**src/rtl/dfp128_pack_seq_pkg.sv**
```systemverilog
// Shared types and constants for the decimal128 DPD packer.
// Optional non-BCD digit check is compiled in with DFP_PACK_BCD_CHECK_EN.
package dfp128_pack_seq_pkg;

    localparam int unsigned DFP128_W    = 128;
    localparam int unsigned DFP_EXP_W   = 14;
    localparam int unsigned DFP_SIG_W   = 136;
    localparam int unsigned DFP_DIGITS  = 34;
    localparam int unsigned DFP_DECLETS = 11;
    localparam int unsigned DFP_HDR_W   = 18;
    localparam int unsigned DFP_CNT_W   = 4;

    localparam int unsigned        DFP128_BIAS = 6176;
    localparam logic [DFP_EXP_W-1:0] DFP128_EMAX = 14'h2FFF;
    localparam logic [4:0]         DFP_G_INF   = 5'b11110;
    localparam logic [4:0]         DFP_G_NAN   = 5'b11111;

    typedef logic [DFP128_W-1:0] dfp128_t;

    // Unpacked, rounded result as delivered by the round stage
    typedef struct packed {
        logic                 sign;
        logic [DFP_EXP_W-1:0] exp;
        logic [DFP_SIG_W-1:0] sig;
        logic                 nan;
        logic                 snan;
        logic                 inf;
    } dfp128_unp_t;

    typedef enum logic [1:0] {
        IDLE,
        ENC,
        DONE
    } dfp_pack_state_t;

    function automatic logic has_non_bcd(input logic [DFP_SIG_W-1:0] sig);
        for (int i = 0; i < int'(DFP_DIGITS); i++) begin
            if (sig[4*i +: 4] > 4'd9) return 1'b1;
        end
        return 1'b0;
    endfunction

endpackage

```
**src/rtl/dfp_bcd3_to_dpd.sv**
```systemverilog
// Three BCD digits to one canonical densely-packed-decimal declet.
module dfp_bcd3_to_dpd (
    input  logic [11:0] bcd,
    output logic [9:0]  dpd_c
);

    logic a, b, c, d, e, f, g, h, i, j, k, m;

    assign {a, b, c, d} = bcd[11:8];
    assign {e, f, g, h} = bcd[7:4];
    assign {i, j, k, m} = bcd[3:0];

    // Large-digit flags a/e/i select which small bits get relocated
    always_comb begin
        dpd_c = '0;
        case ({a, e, i})
            3'b000: dpd_c = {b, c, d, f, g, h, 1'b0, j, k, m};
            3'b001: dpd_c = {b, c, d, f, g, h, 1'b1, 2'b00, m};
            3'b010: dpd_c = {b, c, d, j, k, h, 1'b1, 2'b01, m};
            3'b100: dpd_c = {j, k, d, f, g, h, 1'b1, 2'b10, m};
            3'b110: dpd_c = {j, k, d, 2'b00, h, 1'b1, 2'b11, m};
            3'b101: dpd_c = {f, g, d, 2'b01, h, 1'b1, 2'b11, m};
            3'b011: dpd_c = {b, c, d, 2'b10, h, 1'b1, 2'b11, m};
            3'b111: dpd_c = {2'b00, d, 2'b11, h, 1'b1, 2'b11, m};
            default: dpd_c = '0;
        endcase
    end

endmodule

```
**src/rtl/dfp128_pack_seq.sv**
```systemverilog
// Sequential decimal128 DPD packer, DPC declets per cycle behind a valid/ready handshake.
// Define DFP_PACK_BCD_CHECK_EN to flag non-BCD coefficients as invalid (quiet NaN, o_inv).
module dfp128_pack_seq
    import dfp128_pack_seq_pkg::*;
#(
    parameter int unsigned DPC = 1
) (
    input  logic                 clk,
    input  logic                 rst_n,
    input  logic                 ce,
    input  logic                 i_valid,
    output logic                 i_ready,
    input  logic                 i_sign,
    input  logic [DFP_EXP_W-1:0] i_exp,
    input  logic [DFP_SIG_W-1:0] i_sig,
    input  logic                 i_nan,
    input  logic                 i_snan,
    input  logic                 i_inf,
    output logic                 o_valid,
    input  logic                 o_ready,
    output dfp128_t              o,
    output logic                 o_ovf,
    output logic                 o_inv
);

    localparam int unsigned COEF_W = 12 * DFP_DECLETS;
    localparam logic [DFP_CNT_W-1:0] CNT_STEP = DFP_CNT_W'(DPC);
    localparam logic [DFP_CNT_W-1:0] CNT_LAST = DFP_CNT_W'(DFP_DECLETS - DPC);

    if (DPC != 1 && DPC != 11) begin : g_bad_dpc
        $error("dfp128_pack_seq: DPC must be 1 or 11");
    end

    dfp_pack_state_t       state_q, state_d;
    logic [DFP_CNT_W-1:0]  cnt_q, cnt_d;
    logic [COEF_W-1:0]     sig_q, sig_d;
    logic                  i_ready_d, o_valid_d, o_ovf_d, o_inv_d;
    dfp128_t               o_d;

    dfp128_unp_t           in_c;
    logic [DFP_HDR_W-1:0]  hdr_c;
    logic [4:0]            g_c;
    logic [11:0]           cont_c;
    logic                  zero_c, ovf_c, inv_c, bad_c;

    logic [DFP_CNT_W-1:0]  k_c   [DPC];
    logic [9:0]            dpd_c [DPC];

    assign in_c = {i_sign, i_exp, i_sig, i_nan, i_snan, i_inf};

`ifdef DFP_PACK_BCD_CHECK_EN
    assign bad_c = has_non_bcd(in_c.sig) & ~in_c.nan & ~in_c.inf;
`else
    assign bad_c = 1'b0;
`endif

    // Header and coefficient policy, priority NaN > inf > invalid > overflow > finite
    always_comb begin
        g_c    = {in_c.exp[13:12], in_c.sig[134:132]};
        cont_c = in_c.exp[11:0];
        zero_c = 1'b0;
        ovf_c  = 1'b0;
        inv_c  = 1'b0;
        if (in_c.nan) begin
            g_c    = DFP_G_NAN;
            cont_c = {in_c.snan, 11'b0};
        end else if (in_c.inf) begin
            g_c    = DFP_G_INF;
            cont_c = '0;
            zero_c = 1'b1;
        end else if (bad_c) begin
            g_c    = DFP_G_NAN;
            cont_c = '0;
            zero_c = 1'b1;
            inv_c  = 1'b1;
        end else if (in_c.exp > DFP128_EMAX) begin
            g_c    = DFP_G_INF;
            cont_c = '0;
            zero_c = 1'b1;
            ovf_c  = 1'b1;
        end else if (in_c.sig[135]) begin
            g_c    = {2'b11, in_c.exp[13:12], in_c.sig[132]};
        end
        hdr_c = {in_c.sign, g_c, cont_c};
    end

    for (genvar j = 0; j < int'(DPC); j++) begin : g_enc
        assign k_c[j] = cnt_q + DFP_CNT_W'(j);
        dfp_bcd3_to_dpd u_dpd (
            .bcd   (sig_q[12*int'(k_c[j]) +: 12]),
            .dpd_c (dpd_c[j])
        );
    end

    always_comb begin
        state_d   = state_q;
        cnt_d     = cnt_q;
        sig_d     = sig_q;
        i_ready_d = i_ready;
        o_valid_d = o_valid;
        o_d       = o;
        o_ovf_d   = o_ovf;
        o_inv_d   = o_inv;
        if (ce) begin
            case (state_q)
                IDLE: begin
                    if (i_valid) begin
                        o_d       = {hdr_c, {(DFP128_W-DFP_HDR_W){1'b0}}};
                        sig_d     = zero_c ? '0 : in_c.sig[COEF_W-1:0];
                        o_ovf_d   = ovf_c;
                        o_inv_d   = inv_c;
                        i_ready_d = 1'b0;
                        cnt_d     = '0;
                        state_d   = ENC;
                    end
                end
                ENC: begin
                    for (int j = 0; j < int'(DPC); j++) begin
                        o_d[10*int'(k_c[j]) +: 10] = dpd_c[j];
                    end
                    if (cnt_q == CNT_LAST) begin
                        cnt_d     = '0;
                        o_valid_d = 1'b1;
                        state_d   = DONE;
                    end else begin
                        cnt_d = cnt_q + CNT_STEP;
                    end
                end
                DONE: begin
                    if (o_ready) begin
                        o_valid_d = 1'b0;
                        i_ready_d = 1'b1;
                        state_d   = IDLE;
                    end
                end
                default: state_d = IDLE;
            endcase
        end
    end

    always_ff @(posedge clk or negedge rst_n) begin
        if (!rst_n) begin
            state_q <= IDLE;
            cnt_q   <= '0;
            sig_q   <= '0;
            i_ready <= 1'b1;
            o_valid <= 1'b0;
            o       <= '0;
            o_ovf   <= 1'b0;
            o_inv   <= 1'b0;
        end else begin
            state_q <= state_d;
            cnt_q   <= cnt_d;
            sig_q   <= sig_d;
            i_ready <= i_ready_d;
            o_valid <= o_valid_d;
            o       <= o_d;
            o_ovf   <= o_ovf_d;
            o_inv   <= o_inv_d;
        end
    end

endmodule

```
**config.mk**
```make
export PLATFORM = sky130hd
export DESIGN_NAME = dfp128_pack_seq
export DESIGN_NICKNAME = d
export VERILOG_FILES = /design/src/rtl/dfp128_pack_seq_pkg.sv /design/src/rtl/dfp_bcd3_to_dpd.sv /design/src/rtl/dfp128_pack_seq.sv
export SDC_FILE = /design/constraint.sdc
export NUM_CORES = 1
export LEC_CHECK = 0
export ABC_CLOCK_PERIOD_IN_PS = 4700
export BUFFER_PORTS_ARGS = -buffer_cell sky130_fd_sc_hd__buf_2
export CAP_MARGIN = 10
export CORE_UTILIZATION = 55
export DETAILED_ROUTE_END_ITERATION = 7
export GPL_TIMING_DRIVEN = 0
export PLACE_DENSITY = 0.8
export SYNTH_ARGS = -nofsm -noshare
export SYNTH_HDL_FRONTEND = slang
export SYNTH_SLANG_ARGS = --single-unit
```
**constraint.sdc**
```tcl
create_clock -name clk -period 4.7 [get_ports clk]
set_input_delay 0.94 -clock clk [delete_from_list [all_inputs] [get_ports clk]]
set_output_delay 0.94 -clock clk [all_outputs]
set_load 0.01 [all_outputs]
```
Yosys cells after proc, flatten, opt, wreduce, memory -nomap -nowiden
Cells that the tools add are included.
- flip-flop bits (word level): 269
- input port bits: 159
- output and inout port bits: 132
- word-level logic and storage cells: 68
- $add $sub $neg: 2
- multiply operators: 2
- $lt $le $gt $ge: 1
- equality and inequality tests: 13
- shift operators: 3
- multiplexer cells: 30
- reductions and logical operators: 10
- operators by type and width (kind ; number):
    $pmux 128 s2 ; 1
    $mux 132 ; 1
    $shiftx 132x9->12 ; 1
    $bwmux 128 ; 1
    $mux 128 ; 1
    $shift 10x33->128 const A ; 1
    $shiftx 10x33->128 ; 1
    $pmux 10 s8 ; 1
    $mux 12 ; 3
    $neg 8->33 ; 1
    $mux 5 ; 4
    $gt 14x14->1 const B ; 1
    $eq 3x3->1 const B ; 4
    $reduce_and 4->1 ; 3
    $mux 1 ; 9
    $mux 4 ; 2
    $pmux 4 s2 ; 1
    $mul 3x4->7 const A ; 1
    $eq 3x2->1 const B ; 2
    $mul 2x4->6 const A ; 1
    $mux 2 ; 3
    $ne 2x2->1 const B ; 3
    $pmux 2 s3 ; 1
    $reduce_and 3->1 ; 2
    9 further kinds ; 12

Depth between registers and ports, before layout
Gate-level depths: netlist of the first run.
- depth in word-level cells: 7
- gate-level depth with buffers: 17
- gate-level depth less buffers: 13

By module
From an unflattened synthesis of the first run, not the netlist that was laid out.
- cells, all modules: 1413
- area, all modules: 14341.3 µm²
- by module, submodules not included (module ; times used ; cells each ; area each (µm²) ; sequential area each (µm²)):
    dfp128_pack_seq ; 1 ; 1387 ; 14151.1 ; 6732.7
    dfp_bcd3_to_dpd ; 1 ; 26 ; 190.2 ; 0.0

Worst setup path after synthesis of the first run
Ideal clock, no wire load.
- path kind: flip-flop to flip-flop
- from: reg cnt_q[1]
- to: reg o[122]
- setup time: 0.124 ns
- arrival: 3.820 ns
- data required time: 4.576 ns
- slack: 0.756 ns
- stages on the path, launching flop included: 17
- buffers on the path: 3
- period minus slack after synthesis: 3.944 ns
- cells stage by stage: dfrtp_1 > ha_1 > ha_1 > fa_1 > buf_2 > nor3_1 > and3_1 > ha_1 > clkbuf_1 > inv_1 > nor3_1 > clkbuf_1 > nand2_1 > o21ai_1 > nand2_1 > and2_0 > a211o_1
- word-level cells in the longest chain between the ends: 7
- elaborated cells between the ends (all ways): 17
- classes of those cells: 1 x add/sub; 2 x mul; 7 x eq/ne; 3 x shift; 3 x mux; 1 x reduce/logical
- ends and longest elaborated chain (item ; line ; source):
    start, declared ; dfp128_pack_seq.sv:35 ; logic [DFP_CNT_W-1:0] cnt_q, cnt_d;
    start signal, assigned ; dfp128_pack_seq.sv:153 ; cnt_q <= cnt_d;
    $mul 2x4->6 ; dfp128_pack_seq.sv:90 ; .bcd (sig_q[12*int'(k_c[j]) +: 12]),
    $shiftx 132x9->12 ; dfp128_pack_seq.sv:90 ;
    $eq 3x3->1, or another cell as far along ; dfp_bcd3_to_dpd.sv:16 ; case ({a, e, i})
    $pmux 10 s8 ; dfp_bcd3_to_dpd.sv:16 ;
    $shiftx 10x33->128 ; dfp128_pack_seq.sv:119 ; o_d[10*int'(k_c[j]) +: 10] = dpd_c[j];
    $bwmux 128 (*) ; dfp128_pack_seq.sv:119 ;
    $pmux 128 s2 (*) ; dfp128_pack_seq.sv:105 ; case (state_q)
    end signal, assigned ; dfp128_pack_seq.sv:148 ; o <= '0;
    end signal, assigned ; dfp128_pack_seq.sv:157 ; o <= o_d;
    end, declared ; dfp128_pack_seq.sv:21 ; output dfp128_t o,
Mark *: on every way between the ends. The rest lies on a longest branch, timed or not. The select of a mux whose other input is x is not followed.
A chain may end at the register's enable or synchronous reset.

Final worst setup path of the first run
- from: reg cnt_q[1]
- to: reg o[114]
Same word-level chain as after synthesis.

==> results of run 1 <==
==> worst max path at each step <==
stage | from | end | slack [ns] | cells past startpoint
4_1_cts | cnt_q[1] | o[49] | 0.04 | 11
6_report | cnt_q[1] | o[114] | 0.08 | 11
2_1_floorplan | cnt_q[1] | o[122] | 0.76 | 16
5_1_grt | cnt_q[1] | o[99] | -0.0001 | 15
3_5_place_dp | cnt_q[1] | o[37] | -0.70 | 15
3_3_place_gp | rst_n | o[70] | -2.00 | 1
==> layout make-up <==
cell class / count / area, um^2 / area share (%)
repair buffers: 293 / 1540 / 9.08
multi-input cells: 1001 / 6820 / 40.3
plain buffers: 89 / 419 / 2.47
inverters: 14 / 52.6 / 0.310
clock inverters: 15 / 170 / 1.00
clock buffers: 37 / 805 / 4.75
well taps: 324 / 405 / 2.39
flip-flops and latches: 269 / 6730 / 39.7
==> state kept, by name, indices dropped and copies added (netlist names) <==
register and flops:
state_q 2, o_valid 1, cnt_q 4, o_ovf 1, sig_q 132, o 128
i_ready 1
==> metal layers <==
metal,global-route usage [%],vias up,part of all wire (%)
met1,59.7,6789,41
met4,14.1,0,3.2
met3,10.4,135,12
met5,0,-,0
met2,61.0,1004,44
li1,-,5893,-
==> cells in the mapped netlist, drive strengths merged, types with 9 or more instances <==
cell type	instances	share of area [%]
a221o	13	0.93
o221ai	10	0.63
nor2	81	2.2
inv	13	0.35
and2	10	0.45
nand2	209	5.6
dfrtp	268	48
a22o	163	10
nand3	29	1.1
o21ai	129	4.7
nand2b	9	0.40
nor4	15	0.78
a32oi	14	0.93
a211oi	10	0.58
a32o	10	0.72
mux2	12	0.97
mux2i	17	1.2
buf	29	1.3
nor3	32	1.3
a21oi	38	1.4
mux4	18	2.9
o31ai	26	1.4
a22oi	14	0.75
clkbuf	63	1.7
==> logic make-up after synthesis <==
group           Yosys count  synth area share (%)
other cells               1                0.0269
xor+xnor                  8                 0.503
compound gates          512                  28.0
mux                      47                  5.10
buf+inv                 106                  3.41
simple gates            424                  13.7
flops                   269                  48.4
fa+ha+maj                 9                 0.863
==> stage by stage <==
step	cells	hold WS [ns]	instance area (um^2)
5_1_grt	2042	0.229	16900
3_3_place_gp	1989	0.460	15800
6_report	2042	0.224	16900
3_5_place_dp	1991	0.463	15800
4_1_cts	2042	0.220	16900
2_1_floorplan	1376	0.466	13900
==> critical path: cells and delay by family, from the launching register on <==
| family | cells | cell delay, ns |
|---|---|---|
| AO/OA/AOI/OAI | 3 | 1.24 |
| adder cells (fa/ha/maj) | 1 | 0.32 |
| buffers and inverters | 7 | 2.37 |
| flip-flops | 1 | 0.52 |
==> report_power, final <==
group	total (mW)	internal [mW]	switching, mW	leakage, nW
logic	9.83	2.95	6.88	3.82
clock network	2.34	1.37	0.966	0.483
registers	3.75	3.16	0.585	3.57
total	15.9	7.49	8.43	7.87
==> repair_timing <==
item	CTS	global route
hold buffers	0	0
buffers inserted	0	2
resized for setup	13	16
pin swaps	0	1
endpoints found under the hold margin	0	0
setup endpoints to repair	107	81
==> metrics, run 1 <==
total track usage=41.4%; PwrDens=939 nW/um^2; Crit path largest cell delay=0.69 ns; critical path arrival=5.03 ns; Setup crit start kind=flop; Total Power=15.9 mW; IR drop worst, VDD=565 uV; Core Region=24,600 um^2; CP required=5.11 ns; DR pass1 iterations=7; Final setup viols=0; Final HPWL DP=40.7 mm; Worst Max-Slew Pin Slew=1.17 ns; Core Rows=57; vias in the first global route=13,400; CP Max Fanout=19; run status=completed; Lkg Pwr=7.87 nW; antenna violations before repair=1; Post-Syn Nets=1,544; HP Class=in2async; R2R depth=11; unrepaired setup endpoints after global routing=true; worst r2r dst=o[114]; Worst path slowest cell=a32oi_1; CTS Sinks=269; CP Cell Sequence=buf_4 -> buf_4 -> inv_1 -> ha_1 -> clkbuf_1 -> inv_1 -> clkbuf_1 -> clkbuf_1 -> o21ai_0 -> a32oi_1 -> o211ai_1; sequential element share of the synthesized area=48.4%; routed via count=13,800; H-Tree Depth=1; Synth Register Bits=269; largest net degree at the start of global routing=125; final RePlAce weighted congestion=1.01; Starting DRT DRC Count=1,748; Final Slew Violations=0; clk slew on worst S/H paths=0.07 ns; commonest non-fill, non-tap cell in the layout=buf_2; post-place setup slack=-0.701 ns; Initial Utilization=56.6%; most frequent cells in the layout=buf_2 (298), dfrtp_1 (268), nand2_1 (208); max cap viols=0; DR WL/cell=26.2 um; CTS tree=yes; slew margin rel.=21.1%; Setup WS post-layout=0.0794 ns; Fin Setup TNS=0 ns; DIE HEIGHT=161 um; Antenna Nets Post-Route=0; EDFF count, synth=0; drc violations=0; f_max=216 MHz; total gr overflow=0; Yosys warnings=0; ant diodes=0; fillers=1,900; # IOs=291; ys flop type=dfrtp_1; synthesized area=13,900 um^2; nets=1,864; die width=161 um; most used cell along the critical path=clkbuf_1; final wirelength=53.5 mm; Worst-Skew Late Latency=0.56 ns; Syn Inst Count=1,376; Clock Tree Root=clkbuf_16; share of cells above drive strength 1=26.4%; Area Overhead vs Synth=21.7%; # port buffers=289; Final Hold Violating Endpoints=0; Synth cell types=95; Setup Skew=0.0125 ns; fraction of registers with async set or reset after synthesis=100%; Worst setup EP type=flop; die area=26,000 um^2; crit share post-route=98.3%; Layout Utilization=68.9%; syn avg cell area=10.1 um^2; Reg2Reg Setup Slack=0.08 ns; first-pass GRT wire length=81.0 mm; R2R Path Start=cnt_q[1]; Max clock buf depth=3; Vias/cell=6.77; CTS Buf Count=28; final worst path period need=4.62 ns; critical path class=reg2reg
(Power assumes the default switching activity.)
==> run 2: changes to the inputs <==
--- a/config.mk
+++ b/config.mk
@@ -5,13 +5,14 @@
 export SDC_FILE = /design/constraint.sdc
 export NUM_CORES = 1
 export LEC_CHECK = 0
+export ABC_AREA = 1
 export ABC_CLOCK_PERIOD_IN_PS = 4700
 export BUFFER_PORTS_ARGS = -buffer_cell sky130_fd_sc_hd__buf_2
 export CAP_MARGIN = 10
-export CORE_UTILIZATION = 55
+export CORE_UTILIZATION = 56
 export DETAILED_ROUTE_END_ITERATION = 7
 export GPL_TIMING_DRIVEN = 0
-export PLACE_DENSITY = 0.8
+export PLACE_DENSITY = 0.81
 export SYNTH_ARGS = -nofsm -noshare
 export SYNTH_HDL_FRONTEND = slang
 export SYNTH_SLANG_ARGS = --single-unit
==> run 2 against run 1 <==
Compared with the run above:
- first-iteration DRC count increased by 26%
- fmax grew 4.6%
- critical endpoint is now o[111]
- critical path type unchanged
- non-clock buffer count grew 27
- die area increased by 4.4%
- count of clock-buffer cells in the layout is 7 higher
==> metrics, run 2 <==
run status=completed (unchanged); Initial Utilization=57.0% (was 56.6%); drc violations=0 (unchanged); most frequent cells in the layout=nand2_1 (642), nand3_1 (317), buf_2 (305) (was buf_2 (298), dfrtp_1 (268), nand2_1 (208)); Synth cell types=48 (was 95); CP Cell Sequence=ha_1 -> ha_1 -> fa_1 -> inv_1 -> nand4_1 -> nor2_1 -> ha_1 -> inv_1 -> clkbuf_1 -> nor2_2 -> inv_1 -> clkbuf_1 -> nor3_1 -> nand3_1 -> a21oi_1 (was buf_4 -> buf_4 -> inv_1 -> ha_1 -> clkbuf_1 -> inv_1 -> clkbuf_1 -> clkbuf_1 -> o21ai_0 -> a32oi_1 -> o211ai_1); clk slew on worst S/H paths=0.06 ns (was 0.07 ns); post-synthesis simple-gate area fraction=34.4% (was 13.7%); die area=27,100 um^2 (was 26,000 um^2); nets=2,532 (was 1,864); fillers=2,281 (was 1,900); Final setup viols=0 (unchanged); Largest register FFs=132 (unchanged); max cap viols=0 (unchanged); CP Buf/Inv Count=5 (was 7); Non-Filler Instances=2,717 (was 2,042); Crit path largest cell delay=0.58 ns (was 0.69 ns); Setup crit start kind=flop (unchanged); Post-Synth XOR/XNOR Area=0.397% (was 0.503%); GR peak layer=met2 (unchanged); Core Region=26,000 um^2 (was 24,600 um^2); Worst-Skew Late Latency=0.58 ns (was 0.56 ns); GR Util met2=63.3% (was 61.0%); f_max=226 MHz (was 216 MHz); cell family with most CP delay=adder cells (was buffers and inverters); post-route cell area=17,600 um^2 (was 16,900 um^2); vias in the first global route=15,600 (was 13,400); dpl cell area=16,700 um^2 (was 15,800 um^2); main combinational cell family by area after synthesis=simple AND/OR/NAND/NOR gates (was compound AO/OA/AOI/OAI gates); Final HPWL DP=43.0 mm (was 40.7 mm); most common cell in the netlist=nand2_1 (was dfrtp_1); PwrDens=777 nW/um^2 (was 939 nW/um^2); Total Power=13.7 mW (was 15.9 mW); postcts setup bufs=0 (unchanged); post-synthesis compound-gate area fraction=11.1% (was 28.0%); slew margin rel.=40.5% (was 21.1%); IR drop worst, VDD=406 uV (was 565 uV); Post-Syn Nets=2,211 (was 1,544); CTS Sinks=269 (unchanged); synthesized area=14,800 um^2 (was 13,900 um^2); Area Overhead vs Synth=18.9% (was 21.7%); die width=165 um (was 161 um); critical path arrival=4.92 ns (was 5.03 ns); CTS tree=yes (unchanged); DIE HEIGHT=165 um (was 161 um); Synth area leader=dfrtp_1 (unchanged); ant diodes=0 (unchanged); Worst path slowest cell=dfrtp_1 (was a32oi_1); Final Hold Violating Endpoints=0 (unchanged); top cells by area, synth=dfrtp_1 (45%), nand2_1 (16%), nand3_1 (11%), o21ai_0 (5.1%), inv_1 (3.8%) (was dfrtp_1 (48%), a22o_1 (10%), nand2_1 (5.6%), o21ai_0 (4.1%), mux4_2 (2.9%)); Max clock buf depth=3 (unchanged); top cells by count, synth=nand2_1 (642), nand3_1 (317), dfrtp_1 (268) (was dfrtp_1 (268), nand2_1 (209), a22o_1 (163)); syn avg cell area=7.25 um^2 (was 10.1 um^2); Yosys warnings=0 (unchanged); Reg2Reg Setup Slack=0.28 ns (was 0.08 ns); CP required=5.20 ns (was 5.11 ns); mux cell area share after synthesis=0% (was 5.10%); Antenna Nets Post-Route=0 (unchanged); crit share post-route=94.0% (was 98.3%); CTS Buf Count=29 (was 28); antenna violations before repair=0 (was 1); DR WL/cell=20.7 um (was 26.2 um); Global Route met3 Usage=10.1% (was 10.4%); Setup Skew=0.0233 ns (was 0.0125 ns); largest net degree at the start of global routing=128 (was 125); Clock Tree Root=clkbuf_16 (unchanged); Core Rows=59 (was 57); Top Registers=sig_q (132), o (128), cnt_q (4) (unchanged); total gr overflow=0 (unchanged); total track usage=42.1% (was 41.4%); final worst path period need=4.42 ns (was 4.62 ns); critical path class=reg2reg (unchanged); Biggest register=sig_q (unchanged); CP Max Fanout=10 (was 19); DR pass1 iterations=7 (unchanged); Vias/cell=5.99 (was 6.77); commonest non-fill, non-tap cell in the layout=nand2_1 (was buf_2); Worst setup EP type=flop (unchanged); Worst Max-Slew Pin Slew=0.889 ns (was 1.17 ns); Final Slew Violations=0 (unchanged); # IOs=291 (unchanged); final RePlAce weighted congestion=0.997 (was 1.01); ys flop type=dfrtp_1 (unchanged); Syn Inst Count=2,043 (was 1,376); unrepaired setup endpoints after global routing=false (was true); final wirelength=56.3 mm (was 53.5 mm); EDFF count, synth=0 (unchanged); HP Class=in2async (unchanged); # port buffers=289 (unchanged); GR Layer Usage met1=57.8% (was 59.7%); dpl cells=2,669 (was 1,991); Synth Register Bits=269 (unchanged); H-Tree Depth=1 (unchanged); share of cells above drive strength 1=17.6% (was 26.4%); first-pass GRT wire length=86.1 mm (was 81.0 mm); sequential element share of the synthesized area=45.5% (was 48.4%); post-synthesis adder-cell area fraction=0.811% (was 0.863%); fraction of registers with async set or reset after synthesis=100% (unchanged); routed via count=16,300 (was 13,800); Lkg Pwr=9.19 nW (was 7.87 nW); Starting DRT DRC Count=2,202 (was 1,748); area share of the largest cell type after synthesis=45.3% (was 48.2%)
-- run 2: changes by cell type after synthesis, sizes merged, moves of 18 or more --
| cell | previous run | this run |
|---|---|---|
| a21oi | 38 | 78 |
| a22o | 163 | 6 |
| inv | 13 | 166 |
| mux4 | 18 | 0 |
| nand2 | 209 | 654 |
| nand3 | 29 | 322 |
| nand4 | 8 | 36 |
| nor2 | 81 | 132 |
| o21ai | 129 | 168 |
| o31ai | 26 | 1 |
-- run 2: worst reg2reg max path, cell delays in order, from the launching register on --
cell and delay, ns:
dfrtp_1 0.58, ha_1 0.31, ha_1 0.22, fa_1 0.52
inv_1 0.07, nand4_1 0.14, nor2_1 0.06, ha_1 0.35
inv_1 0.08, clkbuf_1 0.25, nor2_2 0.45, inv_1 0.24
clkbuf_1 0.37, nor3_1 0.38, nand3_1 0.13, a21oi_1 0.19
-- run 2: repair_timing --
item	CTS	global route
endpoints found under the hold margin	0	0
resized for setup	0	1
hold buffers	0	0
endpoints found under the setup margin	0	85
-- run 2: area by class of cell --
cell class / count / area [um^2] / area share, %
repair buffers: 291 / 1510 / 8.59
clock buffers: 44 / 832 / 4.73
inverters: 168 / 631 / 3.58
multi-input cells: 1487 / 6910 / 39.3
flip-flops and latches: 269 / 6730 / 38.2
well taps: 335 / 419 / 2.38
clock inverters: 5 / 40.0 / 0.227
plain buffers: 118 / 526 / 2.98
-- run 2: report_power, final --
part | internal, mW | switching (mW) | leakage, nW | total, mW
logic | 1.90 | 6.33 | 5.21 | 8.23
clock network | 1.21 | 0.955 | 0.431 | 2.17
registers | 2.95 | 0.345 | 3.55 | 3.29
total | 6.06 | 7.63 | 9.19 | 13.7
-- run 2: final timing paths --
check                      depth (start not counted)  startpoint         end
max in group asynchronous                          2       rst_n       o[10]
min reg2reg                                        2  sig_q[118]  sig_q[118]
min                                                1       rst_n  sig_q[106]
min in group clk                                   2  sig_q[118]  sig_q[118]
max reg2reg                                       15    cnt_q[1]      o[111]
max                                               15    cnt_q[1]      o[111]
-- run 2: cell families after synthesis --
kind of cell	after synthesis
xor+xnor	5
buf+inv	287
compound gates	295
fa+ha+maj	9
other cells	1
flops	269
simple gates	1177
-- run 2: stage by stage --
stage / hold slack, ns / setup WS (ns) / util (%) / setup TNS [ns]
6_report: 0.273 / 0.282 / 67.8 / 0
5_1_grt: 0.309 / 0.111 / 67.8 / 0
4_1_cts: 0.287 / 0.212 / 67.8 / 0
3_5_place_dp: 0.462 / 0.226 / 64.4 / 0
3_3_place_gp: 0.451 / -2.03 / 64.2 / -535.54
2_1_floorplan: 0.444 / 1.34 / - / 0
-- run 2: per-layer routing --
layer / up-vias / part of all wire (%)
met5: - / 0
li1: 7366 / -
met4: 0 / 4.5
met3: 186 / 12
met1: 7642 / 41
met2: 1068 / 43
==> run 3: changes to the inputs <==
--- a/config.mk
+++ b/config.mk
@@ -9,6 +9,7 @@
 export ABC_CLOCK_PERIOD_IN_PS = 4700
 export BUFFER_PORTS_ARGS = -buffer_cell sky130_fd_sc_hd__buf_2
 export CAP_MARGIN = 10
+export CORE_ASPECT_RATIO = 1.1
 export CORE_UTILIZATION = 56
 export DETAILED_ROUTE_END_ITERATION = 7
 export GPL_TIMING_DRIVEN = 0
==> run 3 against run 2 <==
Compared with the run above:
- worst setup slack improved by 0.086 ns
- global-route usage down 0.27 points
- utilization hardly changed
- highest routed layer unchanged
- register-to-register slack gained 0.09 ns
- first-iteration DRC count fell by 28%
- critical path depth grew 1
- routed wire length down 0.40%
- via count shrank 0.66%
- count of clock-buffer cells in the layout is 7 lower
==> metrics, run 3 (synthesis gave the netlist of run 2 again) <==
Top Registers=sig_q (132), o (128), cnt_q (4) (unchanged); final RePlAce weighted congestion=0.989 (was 0.997); HP Class=in2async (unchanged); Core Rows=62 (was 59); Crit path largest cell delay=0.58 ns (about the same); slew margin rel.=35.4% (was 40.5%); postcts setup bufs=0 (unchanged); PwrDens=768 nW/um^2 (was 777 nW/um^2); routed via count=16,200 (was 16,300); largest net degree at the start of global routing=128 (unchanged); f_max=231 MHz (was 226 MHz); Total Power=13.6 mW (was 13.7 mW); total track usage=41.8% (was 42.1%); final worst path period need=4.33 ns (was 4.42 ns); H-Tree Depth=1 (unchanged); met3 WL=4.39 mm (was 6.55 mm); DIE HEIGHT=173 um (was 165 um); switch share=55.0% (was 55.7%); worst r2r dst=o[77] (was o[111]); critical path class=reg2reg (unchanged); vias in the first global route=16,200 (was 15,600); Lkg Pwr=9.20 nW (was 9.19 nW); nets=2,530 (was 2,532); Worst setup EP type=flop (unchanged); post-place setup slack=0.165 ns (was 0.226 ns); cts hold-fix bufs=0 (unchanged); CTS tree=yes (unchanged); # port buffers=289 (unchanged); clk slew on worst S/H paths=0.06 ns (about the same); Worst-Skew Late Latency=0.56 ns (was 0.58 ns); crit share post-route=92.2% (was 94.0%); drc violations=0 (unchanged); ant diodes=0 (unchanged); cell family with most CP delay=adder cells (unchanged); Setup WS post-layout=0.369 ns (was 0.282 ns); antenna violations before repair=0 (unchanged); WL met2=27.5 mm (was 24.4 mm); Antenna Nets Post-Route=0 (unchanged); Setup crit start kind=flop (unchanged); sw power=7.45 mW (was 7.63 mW); clock network power share=16.2% (was 15.8%); Worst Max-Slew Pin Slew=0.965 ns (was 0.889 ns); CTS Buf Count=27 (was 29); Area Overhead vs Synth=19.2% (was 18.9%); share of cells above drive strength 1=17.8% (was 17.6%); DR top layer=met4 (unchanged); Worst path slowest cell=dfrtp_1 (unchanged); R2R depth=16 (was 15); critical path arrival=4.83 ns (was 4.92 ns); Final Hold Violating Endpoints=0 (unchanged); cts repair resizes=0 (unchanged); CTS Sinks=269 (unchanged); Fin Setup TNS=0 ns (unchanged); Starting DRT DRC Count=1,593 (was 2,202); worst hold slack=0.237 ns (was 0.273 ns); most frequent cells in the layout=nand2_1 (642), nand3_1 (317), buf_2 (305) (unchanged); final wirelength=56.1 mm (was 56.3 mm); run status=completed (unchanged); Clock Tree Root=clkbuf_16 (unchanged); Final HPWL DP=43.0 mm (about the same); unrepaired setup endpoints after global routing=false (unchanged); wl on met1=20.1 mm (was 22.9 mm); Final Slew Violations=0 (unchanged); CP Buf/Inv Count=6 (was 5); max cap viols=0 (unchanged); combinational group share of total power=59.6% (was 60.1%); CP required=5.20 ns (about the same); total gr overflow=0 (unchanged); Initial Utilization=56.8% (was 57.0%); CP Cell Sequence=ha_1 -> ha_1 -> fa_1 -> inv_1 -> nand4_1 -> nor2_1 -> ha_1 -> inv_1 -> clkbuf_1 -> nor2_2 -> inv_1 -> buf_2 -> buf_2 -> nor3_1 -> nand4_1 -> nand2_1 (was ha_1 -> ha_1 -> fa_1 -> inv_1 -> nand4_1 -> nor2_1 -> ha_1 -> inv_1 -> clkbuf_1 -> nor2_2 -> inv_1 -> clkbuf_1 -> nor3_1 -> nand3_1 -> a21oi_1); DR pass1 iterations=5 (was 7); die area=27,100 um^2 (unchanged); # IOs=291 (unchanged); Int Pwr=6.10 mW (was 6.06 mW); Max clock buf depth=3 (unchanged); Largest register FFs=132 (unchanged); Biggest register=sig_q (unchanged); R2R Path Start=cnt_q[1] (unchanged); Reg2Reg Setup Slack=0.37 ns (was 0.28 ns); Setup Skew=0.0290 ns (was 0.0233 ns); Vias/cell=5.91 (was 5.99); first-pass GRT wire length=86.3 mm (was 86.1 mm); die width=157 um (was 165 um); IR drop worst, VDD=419 uV (was 406 uV); sequential share of power=24.2% (was 24.1%); commonest non-fill, non-tap cell in the layout=nand2_1 (unchanged); DR WL/cell=20.5 um (was 20.7 um); Final setup viols=0 (unchanged); Layout Utilization=67.7% (was 67.8%); Core Region=26,100 um^2 (was 26,000 um^2); CP Max Fanout=10 (unchanged)
-- run 3: cell count changes in the layout (fill, tap and decap cells not counted), sizes merged --
cell / delta
clkinv: +4
bufinv: +2
clkinvlp: +1
clkbuf: -7
-- run 3: routing by layer --
layer,GRT usage [%],vias up
li1,-,7360
met1,46.6,7597
met2,71.8,945
met3,6.97,252
met4,30.0,0
met5,0,-
-- run 3: worst max-delay path by stage --
stage | to | start | cells past startpoint | slack, ns
finish | o[77] | cnt_q[1] | 16 | 0.37
global placement | o_ovf | rst_n | 1 | -1.99
global route | o[67] | cnt_q[1] | 17 | 0.14
detailed placement | o[3] | cnt_q[0] | 20 | 0.17
CTS | o[3] | cnt_q[0] | 20 | 0.13
floorplan | o[8] | cnt_q[1] | 17 | 1.34
-- run 3: layout make-up --
cell class              count  area, um^2
clock buffers              37         773
well taps                 352         440
clock inverters            12         120
repair buffers            291        1510
flip-flops and latches    269        6730
plain buffers             118         526
multi-input cells        1487        6910
inverters                 168         631
fillers                  2234        8420
-- run 3: metrics by stage --
step,instances,area [um^2]
finish,2734,17600
global route,2734,17600
CTS,2735,17700
detailed placement,2686,16800
global placement,2684,16700
floorplan,2043,14800
-- run 3: power by group through the flow --
| stage | logic [mW] | clock network [mW] | registers (mW) |
|---|---|---|---|
| after floorplan | 4.92 | 0 | 3.27 |
| after global placement | 7.69 | 0 | 3.28 |
| after detailed placement | 7.78 | 0 | 3.30 |
| after CTS | 7.83 | 2.19 | 3.27 |
| after global routing | 8.66 | 2.28 | 3.33 |
| final | 8.08 | 2.20 | 3.28 |
